<file path="src/rtl/tx_enqueue_pkg.sv">
// Shared definitions for the 10GE MAC transmit enqueue path: status byte
// layout (also decoded by the TX dequeue reader), minimum frame size and
// the enqueue state encoding.
package tx_enqueue_pkg;

   localparam int TXSTATUS_SOP     = 7;
   localparam int TXSTATUS_EOP     = 6;
   localparam int TXSTATUS_ERR     = 5;
   localparam int TXSTATUS_MOD_MSB = 2;
   localparam int TXSTATUS_MOD_LSB = 0;

   localparam int MIN_FRAME_BYTES = 60;
   localparam int MIN_FRAME_WORDS = 8;

   // Valid byte count of the final pad word of a minimum-size frame.
   localparam logic [2:0] PAD_LAST_MOD = 3'(MIN_FRAME_BYTES - 8 * (MIN_FRAME_WORDS - 1));

   typedef enum logic [1:0] {
      IDLE = 2'd0,
      PKT  = 2'd1,
      DROP = 2'd2,
      PAD  = 2'd3
   } tx_state_e;

   // Total frame length in bytes given the eop word number and its mod field.
   function automatic logic [31:0] frame_bytes(input logic [16:0] word_num,
                                               input logic [2:0]  mod);
      logic [31:0] last_bytes;
      last_bytes = (mod == 3'd0) ? 32'd8 : {29'd0, mod};
      return (({15'd0, word_num} - 32'd1) * 32'd8) + last_bytes;
   endfunction

   // Assemble a FIFO status byte from its fields.
   function automatic logic [7:0] make_status(input logic       sop,
                                              input logic       eop,
                                              input logic       err,
                                              input logic [2:0] mod);
      logic [7:0] s;
      s = '0;
      s[TXSTATUS_SOP] = sop;
      s[TXSTATUS_EOP] = eop;
      s[TXSTATUS_ERR] = err;
      s[TXSTATUS_MOD_MSB:TXSTATUS_MOD_LSB] = mod;
      return s;
   endfunction

endpackage

</file>
<file path="src/rtl/tx_enqueue_if.sv">
// Host packet interface plus TX data FIFO write port of the enqueue block.
// The slave modport is the enqueue block; master is its environment.
interface tx_enqueue_if;

   logic [63:0] pkt_tx_data;
   logic        pkt_tx_val;
   logic        pkt_tx_sop;
   logic        pkt_tx_eop;
   logic [2:0]  pkt_tx_mod;
   logic        pkt_tx_full;

   logic [63:0] txdfifo_wdata;
   logic [7:0]  txdfifo_wstatus;
   logic        txdfifo_wen;
   logic        txdfifo_walmost_full;

   modport slave (
      input  pkt_tx_data, pkt_tx_val, pkt_tx_sop, pkt_tx_eop, pkt_tx_mod,
      input  txdfifo_walmost_full,
      output pkt_tx_full,
      output txdfifo_wdata, txdfifo_wstatus, txdfifo_wen
   );

   modport master (
      output pkt_tx_data, pkt_tx_val, pkt_tx_sop, pkt_tx_eop, pkt_tx_mod,
      output txdfifo_walmost_full,
      input  pkt_tx_full,
      input  txdfifo_wdata, txdfifo_wstatus, txdfifo_wen
   );

endinterface

</file>
<file path="src/rtl/tx_byte_mask.sv">
// Byte keep-mask for a final word: bytes below mod are kept, the rest are
// zeroed. mod of 0 means all eight bytes are valid.
module tx_byte_mask (
   input  logic [2:0]  mod,
   output logic [63:0] mask
);

   // Build the keep-mask one byte lane at a time.
   always_comb begin
      mask = '0;
      for (int i = 0; i < 8; i++) begin
         if (mod == 3'd0 || i < int'(mod)) begin
            mask[i*8 +: 8] = 8'hFF;
         end
      end
   end

endmodule

</file>
<file path="src/rtl/tx_enqueue.sv">
// 10GE MAC transmit enqueue: validates host framing, pads runt frames to
// the minimum frame size, truncates oversize frames and writes words plus
// a status byte into the TX data FIFO one cycle after acceptance.
module tx_enqueue #(
   parameter bit PAD_ENABLE      = 1'b1,
   parameter int MAX_FRAME_WORDS = 1519
) (
   input  logic        clk_156m25,
   input  logic        reset_156m25_n,
   tx_enqueue_if.slave pkt,
   output logic        stat_tx_drop,
   output logic        stat_tx_pad,
   output logic        stat_tx_trunc
);

   import tx_enqueue_pkg::*;

   localparam logic [16:0] MAX_WORDS = 17'(MAX_FRAME_WORDS);
   localparam logic [15:0] WCNT_SAT  = (MAX_FRAME_WORDS >= 65535) ? 16'hFFFF
                                                                   : 16'(MAX_FRAME_WORDS + 1);

   tx_state_e   state, state_next;
   logic [15:0] wcnt, wcnt_next;

   logic        full, accept;
   logic [16:0] word_num;
   logic [31:0] eop_bytes;
   logic        short_frame, pad_needed, pad_in_place, over_max;
   logic [15:0] pad_num;
   logic        pad_last;
   logic [63:0] keep_mask, eop_wdata;
   logic [7:0]  eop_status;

   logic        wen_d, drop_d, pad_d, trunc_d;
   logic [63:0] wdata_d;
   logic [7:0]  wstatus_d;

   assign full             = pkt.txdfifo_walmost_full | (state == PAD);
   assign pkt.pkt_tx_full  = full;
   assign accept           = pkt.pkt_tx_val & ~full;

   // Number this word would have within its frame; a sop in IDLE is word 1.
   assign word_num     = (state == IDLE) ? 17'd1 : ({1'b0, wcnt} + 17'd1);
   assign eop_bytes    = frame_bytes(word_num, pkt.pkt_tx_mod);
   assign short_frame  = PAD_ENABLE && (eop_bytes < 32'(MIN_FRAME_BYTES));
   assign pad_needed   = short_frame && (word_num < 17'(MIN_FRAME_WORDS));
   assign pad_in_place = short_frame && (word_num == 17'(MIN_FRAME_WORDS));
   assign over_max     = word_num > MAX_WORDS;
   assign pad_num      = wcnt + 16'd1;
   assign pad_last     = pad_num == 16'(MIN_FRAME_WORDS);

   tx_byte_mask u_byte_mask (
      .mod  (pkt.pkt_tx_mod),
      .mask (keep_mask)
   );

   // A short eop word is trimmed to its valid bytes; if padding follows it
   // loses its EOP, otherwise it becomes the minimum-size final word.
   assign eop_wdata  = (pad_needed || pad_in_place) ? (pkt.pkt_tx_data & keep_mask)
                                                    : pkt.pkt_tx_data;
   assign eop_status = pad_needed   ? make_status(1'b0, 1'b0, 1'b0, 3'd0) :
                       pad_in_place ? make_status(1'b0, 1'b1, 1'b0, PAD_LAST_MOD) :
                                      make_status(1'b0, 1'b1, 1'b0, pkt.pkt_tx_mod);

   // State and word counter registers.
   always_ff @(posedge clk_156m25 or negedge reset_156m25_n) begin
      if (!reset_156m25_n) begin
         state <= IDLE;
         wcnt  <= '0;
      end else begin
         state <= state_next;
         wcnt  <= wcnt_next;
      end
   end

   // Next-state and word counter update from the accepted word.
   always_comb begin
      state_next = state;
      wcnt_next  = wcnt;
      case (state)
         IDLE: begin
            if (accept && pkt.pkt_tx_sop) begin
               wcnt_next = 16'd1;
               if (!pkt.pkt_tx_eop)  state_next = PKT;
               else if (pad_needed)  state_next = PAD;
            end
         end
         PKT: begin
            if (accept) begin
               if (pkt.pkt_tx_sop) begin
                  state_next = IDLE;
               end else if (over_max) begin
                  wcnt_next  = WCNT_SAT;
                  state_next = pkt.pkt_tx_eop ? IDLE : DROP;
               end else begin
                  wcnt_next = word_num[15:0];
                  if (pkt.pkt_tx_eop) state_next = pad_needed ? PAD : IDLE;
               end
            end
         end
         DROP: begin
            if (accept && pkt.pkt_tx_eop) state_next = IDLE;
         end
         PAD: begin
            if (!pkt.txdfifo_walmost_full) begin
               wcnt_next = pad_num;
               if (pad_last) state_next = IDLE;
            end
         end
         default: state_next = IDLE;
      endcase
   end

   // FIFO write and statistics pulses for the current cycle, registered below.
   always_comb begin
      wen_d     = 1'b0;
      wdata_d   = '0;
      wstatus_d = '0;
      drop_d    = pkt.pkt_tx_val & full;
      pad_d     = 1'b0;
      trunc_d   = 1'b0;
      case (state)
         IDLE: begin
            if (accept) begin
               if (pkt.pkt_tx_sop) begin
                  wen_d     = 1'b1;
                  wdata_d   = pkt.pkt_tx_eop ? eop_wdata : pkt.pkt_tx_data;
                  wstatus_d = make_status(1'b1, 1'b0, 1'b0, 3'd0)
                            | (pkt.pkt_tx_eop ? eop_status : 8'h00);
                  pad_d     = pkt.pkt_tx_eop & pad_needed;
               end else begin
                  drop_d = 1'b1;
               end
            end
         end
         PKT: begin
            if (accept) begin
               wen_d = 1'b1;
               if (pkt.pkt_tx_sop) begin
                  wstatus_d = make_status(1'b0, 1'b1, 1'b1, 3'd0);
                  drop_d    = 1'b1;
               end else if (over_max) begin
                  wdata_d   = pkt.pkt_tx_data;
                  wstatus_d = make_status(1'b0, 1'b1, 1'b1, 3'd0);
                  trunc_d   = 1'b1;
               end else begin
                  wdata_d   = pkt.pkt_tx_eop ? eop_wdata : pkt.pkt_tx_data;
                  wstatus_d = pkt.pkt_tx_eop ? eop_status : 8'h00;
                  pad_d     = pkt.pkt_tx_eop & pad_needed;
               end
            end
         end
         PAD: begin
            if (!pkt.txdfifo_walmost_full) begin
               wen_d     = 1'b1;
               wstatus_d = pad_last ? make_status(1'b0, 1'b1, 1'b0, PAD_LAST_MOD) : 8'h00;
            end
         end
         default: ;
      endcase
   end

   // Registered FIFO write port and statistics outputs.
   always_ff @(posedge clk_156m25 or negedge reset_156m25_n) begin
      if (!reset_156m25_n) begin
         pkt.txdfifo_wen     <= 1'b0;
         pkt.txdfifo_wdata   <= '0;
         pkt.txdfifo_wstatus <= '0;
         stat_tx_drop        <= 1'b0;
         stat_tx_pad         <= 1'b0;
         stat_tx_trunc       <= 1'b0;
      end else begin
         pkt.txdfifo_wen     <= wen_d;
         pkt.txdfifo_wdata   <= wdata_d;
         pkt.txdfifo_wstatus <= wstatus_d;
         stat_tx_drop        <= drop_d;
         stat_tx_pad         <= pad_d;
         stat_tx_trunc       <= trunc_d;
      end
   end

endmodule

</file>
<file path="src/flat_wrapper.sv">
// flat-port wrapper written by rule: the top's interface ports become plain ports
module tx_enqueue_flat import tx_enqueue_pkg::*;
#(
   parameter bit PAD_ENABLE      = 1'b1,
   parameter int MAX_FRAME_WORDS = 1519
)
  (clk_156m25, reset_156m25_n, stat_tx_drop, stat_tx_pad, stat_tx_trunc, pkt_pkt_tx_data, pkt_pkt_tx_val, pkt_pkt_tx_sop, pkt_pkt_tx_eop, pkt_pkt_tx_mod, pkt_txdfifo_walmost_full, pkt_pkt_tx_full, pkt_txdfifo_wdata, pkt_txdfifo_wstatus, pkt_txdfifo_wen);
  tx_enqueue_if pkt_i ();
  input  logic clk_156m25;
  input  logic reset_156m25_n;
  output logic stat_tx_drop;
  output logic stat_tx_pad;
  output logic stat_tx_trunc;
  input wire logic [$bits(pkt_i.pkt_tx_data)-1:0] pkt_pkt_tx_data;
  input wire logic [$bits(pkt_i.pkt_tx_val)-1:0] pkt_pkt_tx_val;
  input wire logic [$bits(pkt_i.pkt_tx_sop)-1:0] pkt_pkt_tx_sop;
  input wire logic [$bits(pkt_i.pkt_tx_eop)-1:0] pkt_pkt_tx_eop;
  input wire logic [$bits(pkt_i.pkt_tx_mod)-1:0] pkt_pkt_tx_mod;
  input wire logic [$bits(pkt_i.txdfifo_walmost_full)-1:0] pkt_txdfifo_walmost_full;
  output wire logic [$bits(pkt_i.pkt_tx_full)-1:0] pkt_pkt_tx_full;
  output wire logic [$bits(pkt_i.txdfifo_wdata)-1:0] pkt_txdfifo_wdata;
  output wire logic [$bits(pkt_i.txdfifo_wstatus)-1:0] pkt_txdfifo_wstatus;
  output wire logic [$bits(pkt_i.txdfifo_wen)-1:0] pkt_txdfifo_wen;
  assign pkt_i.pkt_tx_data = pkt_pkt_tx_data;
  assign pkt_i.pkt_tx_val = pkt_pkt_tx_val;
  assign pkt_i.pkt_tx_sop = pkt_pkt_tx_sop;
  assign pkt_i.pkt_tx_eop = pkt_pkt_tx_eop;
  assign pkt_i.pkt_tx_mod = pkt_pkt_tx_mod;
  assign pkt_i.txdfifo_walmost_full = pkt_txdfifo_walmost_full;
  assign pkt_pkt_tx_full = pkt_i.pkt_tx_full;
  assign pkt_txdfifo_wdata = pkt_i.txdfifo_wdata;
  assign pkt_txdfifo_wstatus = pkt_i.txdfifo_wstatus;
  assign pkt_txdfifo_wen = pkt_i.txdfifo_wen;
  tx_enqueue #(.PAD_ENABLE(PAD_ENABLE), .MAX_FRAME_WORDS(MAX_FRAME_WORDS)) u_core (.clk_156m25(clk_156m25), .reset_156m25_n(reset_156m25_n), .pkt(pkt_i), .stat_tx_drop(stat_tx_drop), .stat_tx_pad(stat_tx_pad), .stat_tx_trunc(stat_tx_trunc));
endmodule
</file>
<file path="config.mk">
export PLATFORM = sky130hd
export DESIGN_NAME = tx_enqueue_flat
export DESIGN_NICKNAME = d
export VERILOG_FILES = /design/src/rtl/tx_enqueue_pkg.sv /design/src/rtl/tx_enqueue_if.sv /design/src/rtl/tx_byte_mask.sv /design/src/rtl/tx_enqueue.sv /design/src/flat_wrapper.sv
export SDC_FILE = /design/constraint.sdc
export NUM_CORES = 1
export LEC_CHECK = 0
export BUFFER_PORTS_ARGS = -buffer_cell sky130_fd_sc_hd__buf_2
export CAP_MARGIN = 10
export CORE_ASPECT_RATIO = 1.5
export CORE_UTILIZATION = 57
export DETAILED_ROUTE_END_ITERATION = 16
export MAX_ROUTING_LAYER = met4
export PLACE_DENSITY = 0.95
export SLEW_MARGIN = 20
export SYNTH_ARGS = -nofsm -noshare
export SYNTH_HDL_FRONTEND = slang
export SYNTH_SLANG_ARGS = --single-unit
</file>
<file path="constraint.sdc">
create_clock -name clk_156m25 -period 9.8 [get_ports clk_156m25]
set_input_delay 0.98 -clock clk_156m25 [delete_from_list [all_inputs] [get_ports clk_156m25]]
set_output_delay 0.98 -clock clk_156m25 [all_outputs]
set_load 0.05 [all_outputs]
</file>
=== Yosys cells after proc, flatten, opt, wreduce, memory -nomap -nowiden ===
Index checks and enable logic that the tools add are counted.
Widths: inputs -> output; s select.

* Register bits: 94
* Latch bits: 0
* RAM bits: 0
* Memory bits (read-only): 0
* Bits of input ports: 73
* Output and inout bits: 77
* Word-level logic and storage cells: 126
* Memories kept: 0

* $add $sub $neg: 4
* Multiply operators: 0
* Div/mod/pow operators: 0
* $lt $le $gt $ge: 10
* Equal/unequal tests: 13
* Shift operators: 0
* Mux-type cells: 68
* Bitwise logic cells: 6
* Reduce and logical (&&, ||, !) cells: 17

{| class="wikitable"
|+ Operators by type and width
! operator !! number
|-
| $mux 64 || 7
|-
| $mux 8 || 16
|-
| $pmux 64 s2 || 1
|-
| $mux 16 || 5
|-
| $and 64x64->64 || 1
|-
| $pmux 16 s3 || 1
|-
| $add 32x32->32 || 1
|-
| $lt 32x6->1 const B || 1
|-
| $mux 2 || 12
|-
| $pmux 8 s3 || 1
|-
| $sub 17x1->18 const B || 1
|-
| $add 16x1->17 const B || 1
|-
| $eq 17x4->1 const B || 1
|-
| $gt 17x11->1 const B || 1
|-
| $lt 17x4->1 const B || 1
|-
| $mux 1 || 17
|-
| $mux 17 || 1
|-
| $add 16x1->16 const B || 1
|-
| $eq 16x4->1 const B || 1
|-
| $lt 3x3->1 const A || 3
|-
| $logic_or 1x1->1 || 8
|-
| $pmux 2 s4 || 1
|-
| $mux 7 || 1
|-
| $reduce_and 7->1 || 1
|-
| 20 further kinds || 33
|}

=== Logic depth before layout (Yosys ltp) ===
* Depth after elaboration: 13
* Depth in mapped cells: 16
* Mapped depth without buffers: 12

=== Cells and area by module ===
From an unflattened synthesis, not the netlist that was laid out.

* Cells, all modules: 579
* Area total of the unflattened synthesis: 5,755.5 um^2

{| class="wikitable"
|+ Modules (own cells, without submodules)
! module !! instances !! cells an instance !! area each (um^2) !! seq. area each (um^2)
|-
| tx_enqueue || 1 || 508 || 5,253.8 || 2,302.2
|-
| tx_byte_mask || 1 || 71 || 501.7 || 0.0
|}

=== Least setup slack after synthesis ===
OpenSTA, ideal clock, no wires.

* Kind: flip-flop to flip-flop
* Start: reg u_core.wcnt[0]
* End: reg u_core.pkt.txdfifo_wdata[16]
* Library setup time: 0.144 ns
* Data arrival time: 3.515 ns
* Data required time: 9.656 ns
* Slack: 6.141 ns
* Stages on the path, launching flop included: 16
* Path buffers: 4
* Period minus slack after synthesis: 3.659 ns
* Cells stage by stage: dfrtp_1 -> ha_1 -> buf_2 -> and3_1 -> buf_2 -> xnor2_1 -> nand3_1 -> a221oi_1 -> nand2_1 -> or4_1 -> o31ai_2 -> xnor2_1 -> nor4_4 -> buf_4 -> buf_4 -> a21oi_1

* Longest elaborated chain between the ends: 13
* Elaborated cells on any way between the ends: 19
* Those cells by class: add/sub: 3; order compare: 3; eq/ne: 1; mux: 9; reduce/logical: 3

{| class="wikitable"
|+ RTL lines
! what !! RTL line !! source
|-
| start, declared || tx_enqueue.sv:23 || <nowiki>logic [15:0] wcnt, wcnt_next;</nowiki>
|-
| start signal, assigned || tx_enqueue.sv:72 || <nowiki>wcnt <= wcnt_next;</nowiki>
|-
| $add 16x1->17 (*) || tx_enqueue.sv:43 || <nowiki>assign word_num = (state == IDLE) ? 17'd1 : ({1'b0, wcnt} + 17'd1);</nowiki>
|-
| $mux 17 (*) || tx_enqueue.sv:43 ||
|-
| $sub 17x1->18 || tx_enqueue_pkg.sv:30 || <nowiki>return (({15'd0, word_num} - 32'd1) * 32'd8) + last_bytes;</nowiki>
|-
| $add 32x32->32 || tx_enqueue_pkg.sv:30 ||
|-
| $lt 32x6->1 || tx_enqueue.sv:45 || <nowiki>assign short_frame = PAD_ENABLE && (eop_bytes < 32'(MIN_FRAME_BYTES));</nowiki>
|-
| $logic_and 1x1->1, on equally long branches || tx_enqueue.sv:46, tx_enqueue.sv:47 ||
|-
| $logic_or 1x1->1 || tx_enqueue.sv:59 || <nowiki>assign eop_wdata = (pad_needed || pad_in_place) ? (pkt.pkt_tx_data & keep_mask)</nowiki>
|-
| $mux 64 || tx_enqueue.sv:59 ||
|-
| $mux 64 || tx_enqueue.sv:127, tx_enqueue.sv:147 ||
|-
| $mux 64 || tx_enqueue.sv:142 || <nowiki>end else if (over_max) begin</nowiki>
|-
| $mux 64 || tx_enqueue.sv:139 || <nowiki>if (pkt.pkt_tx_sop) begin</nowiki>
|-
| $mux 64 || tx_enqueue.sv:137 || <nowiki>if (accept) begin</nowiki>
|-
| $pmux 64 s2 (*) || tx_enqueue.sv:122 || <nowiki>case (state)</nowiki>
|-
| net u_core.wdata_d[16] || tx_enqueue.sv:35 || <nowiki>logic [63:0] wdata_d;</nowiki>
|-
| end signal, assigned || tx_enqueue.sv:174 || <nowiki>pkt.txdfifo_wdata <= wdata_d;</nowiki>
|-
| end, declared || tx_enqueue_if.sv:21 || <nowiki>output txdfifo_wdata, txdfifo_wstatus, txdfifo_wen</nowiki>
|}

Mark *: on every way through the listed nets, which the timed path passes. The rest lies on a longest branch.
A chain may end at the register's enable or synchronous reset.

=== Final worst setup path ===
* Start: reg u_core.wcnt[0]
* End: reg u_core.pkt.txdfifo_wdata[35]

The elaborated chain is that of the path after synthesis.

==> metrics.txt <==
status completed; row cnt 42; Routed Wire Length 16.9 mm; Synth area leader dfrtp_1; WL per Instance 20.5 um; first-pass GRT wire length 26.0 mm; Mapped Area 5170 um2; sequential fraction of the synthesis area 44.5%; share of post-route cells with drive strength above 1 26.2%; number of synthesized flops with an enable pin 0; clock tree buffer depth 2; DR vias/cell 6.38; Critical Path Max Stage Delay 710 ps; Setup violations, final 0; Critical Path AT 5090 ps; PwrDens 254 nW/um2; max-cap violations 0; HP Start u_core.wcnt[14]; Detail Route Antenna Nets 0; post-cts resize count 0; Post-synth top cells 92 x dfrtp_1, 92 x nand2_1, 48 x a21oi_1, 38 x nor2_1, 38 x o21ai_0; Critical Path Start u_core.wcnt[0]; fin worst setup slack 4900 ps; Die H 119 um; CP max-delay cell xnor2_1; drt pass-1 iters 5; mean area per synthesized cell 8.70 um2; Hold Crit Class flop to flop; via count 5268; initial antenna violation count 2; Setup Skew 8.15 ps; Slew HR 30.4%; critical path endpoint category flop; input/output buffers 147; CTS Hold Bufs 0; Period minus WS final 4900 ps; CP Launch Type flop; Syn Inst Count 594; #FFs+latches synth 92; CTS H-tree lvls 3; Post-CTS Setup Inserts 0; crit-path most repeated cell xnor2_1; drt first-iter violations 373; yosys warns 0; Tcrit/Tclk final 50.0%; Die Span X 79.8 um; gr usage total 37.8%; unique cell type count in the Yosys netlist 63; Setup TNS Final 0 ps; fmax 204 MHz; total grt overflow 0; GP Congestion 1.03; total power 1570 uW; CTS root buf clkbuf_16; RSZ-0062 raised after global routing false; Final Max Tran Viols 0; Synth Flop Type dfrtp_1; clock tree from TritonCTS done; CORE AREA 8830 um2; Peak VDD IR 0.000199 V; later-pin clock latency in the skew report 350 ps; Reg2Reg Launch Point u_core.wcnt[0]; top cells by area, synth dfrtp_1 45%, nand2_1 6.7%, a21oi_1 4.6%; asr flop ratio synth 100%; Die Area 9460 um2; Filler cells 637; Yosys top cell area share 44.5%; Least-Margin Pin Slew 1040 ps; Layout area overhead 19.8%; CP required 9990 ps; final hold vios 0; largest net degree at the start of global routing 66; Static Leak 0.00305 uW; CTS sink count 92; drc violations 0; TritonCTS Buffers 9; CP Cell Sequence ha_1 > xnor2_1 > nor3b_2 > nand3_1 > a221oi_1 > nand2_1 > or4_1 > o31ai_2 > xnor2_1 > nor4_4 > buf_4 > a31oi_1; vias in the first global route 5090; io pins 150; hpwl dp 12.0 mm; dpl ws 4900 ps; critical path's top delay family simple AND/OR/NAND/NOR gates; Clock Pin Slew Worst Setup and Hold Paths 70 ps; CP max FO 58; WP buf/inv 1; Initial Utilization 58.5%; Final nets 788; WS Path Type flop to flop
[power breakdown]
group / internal [uW] / leakage [uW] / total [uW] / switching, uW
sequential: 422 / 0.00126 / 463 / 41.0
combinational: 199 / 0.00164 / 745 / 546
clock: 207 / 0.000149 / 362 / 156
total: 828 / 0.00305 / 1570 / 743
[metrics by stage]
stage | std cells | hold slack [ps] | cell area [um2] | utilization, %
after floorplan | 595 | 492 | 5170 | -
after global placement | 808 | 515 | 5870 | 66.5
after detailed placement | 808 | 520 | 5870 | 66.5
after CTS | 824 | 534 | 6180 | 70.0
after global routing | 826 | 572 | 6190 | 70.1
final | 826 | 534 | 6190 | 70.1
[final cells by class]
class / instances / area, um2 / share of cell area, %
diodes: 2 / 5.00 / 0.0809
inverters: 11 / 41.3 / 0.667
clock inverters: 6 / 68.8 / 1.11
flip-flops and latches: 92 / 2300 / 37.2
well taps: 110 / 138 / 2.22
clock buffers: 10 / 239 / 3.86
repair buffers: 151 / 768 / 12.4
multi-input cells: 444 / 2630 / 42.4
[sequential cells by signal (all words and copies together), names as in the netlist]
signal	cells
u_core.pkt.txdfifo_wdata	64
u_core.wcnt	16
u_core.pkt.txdfifo_wstatus	6
u_core.state	2
u_core.pkt.txdfifo_wen	1
u_core.stat_tx_drop	1
u_core.stat_tx_pad	1
u_core.stat_tx_trunc	1
[tightest hold or removal path: stages, from the launching register on]
cell and delay, ps:
dfrtp_1 380, nand2_1 50, o21ai_0 60
[path summary, 6_finish.rpt]
path	end	slack, ps	cells after the start
worst max-delay path	u_core.pkt.txdfifo_wdata[35]	4900	12
worst min-delay path	u_core.wcnt[14]	530	2
worst max register to register	u_core.pkt.txdfifo_wdata[35]	4900	12
worst min register to register	u_core.wcnt[14]	530	2
max in group asynchronous	u_core.pkt.txdfifo_wdata[49]	8130	2
min in group asynchronous	u_core.wcnt[14]	550	1
[metal layers]
metal	vias to the layer above	part of all wire (%)	GRT usage (%)	routed length (um)
met3	90	8.1	7.88	1370
met1	2459	35	39.2	5910
met5	-	0	-	0
li1	2364	-	-	-
met4	0	7.2	28.1	1220
met2	355	50	61.6	8440
[kinds of logic (layout without fill, tap and decap cells)]
family,Yosys count,after routing,synth area share [%]
buffers and inverters,59,178,4.96
other,1,4,0.0726
adders and majority gates,6,6,1.45
DFF,92,92,44.5
muxes,5,5,1.04
and+or+nand+nor,244,244,24.1
AOI/OAI and AO/OA,169,169,20.7
xor gates and xnor gates,18,18,3.20
[placed cells by master, fill, tap and decap left out, types with 12 or more instances in the layout]
| cell type | n |
|---|---|
| dfrtp_1 | 92 |
| a21oi_1 | 48 |
| nand2_1 | 92 |
| xnor2_1 | 13 |
| nand3_1 | 16 |
| o21ai_0 | 38 |
| a31oi_1 | 22 |
| and2_1 | 12 |
| nor3_1 | 12 |
| buf_2 | 146 |
| nor2_1 | 37 |
Note: power is estimated with default switching activity, not from simulation.
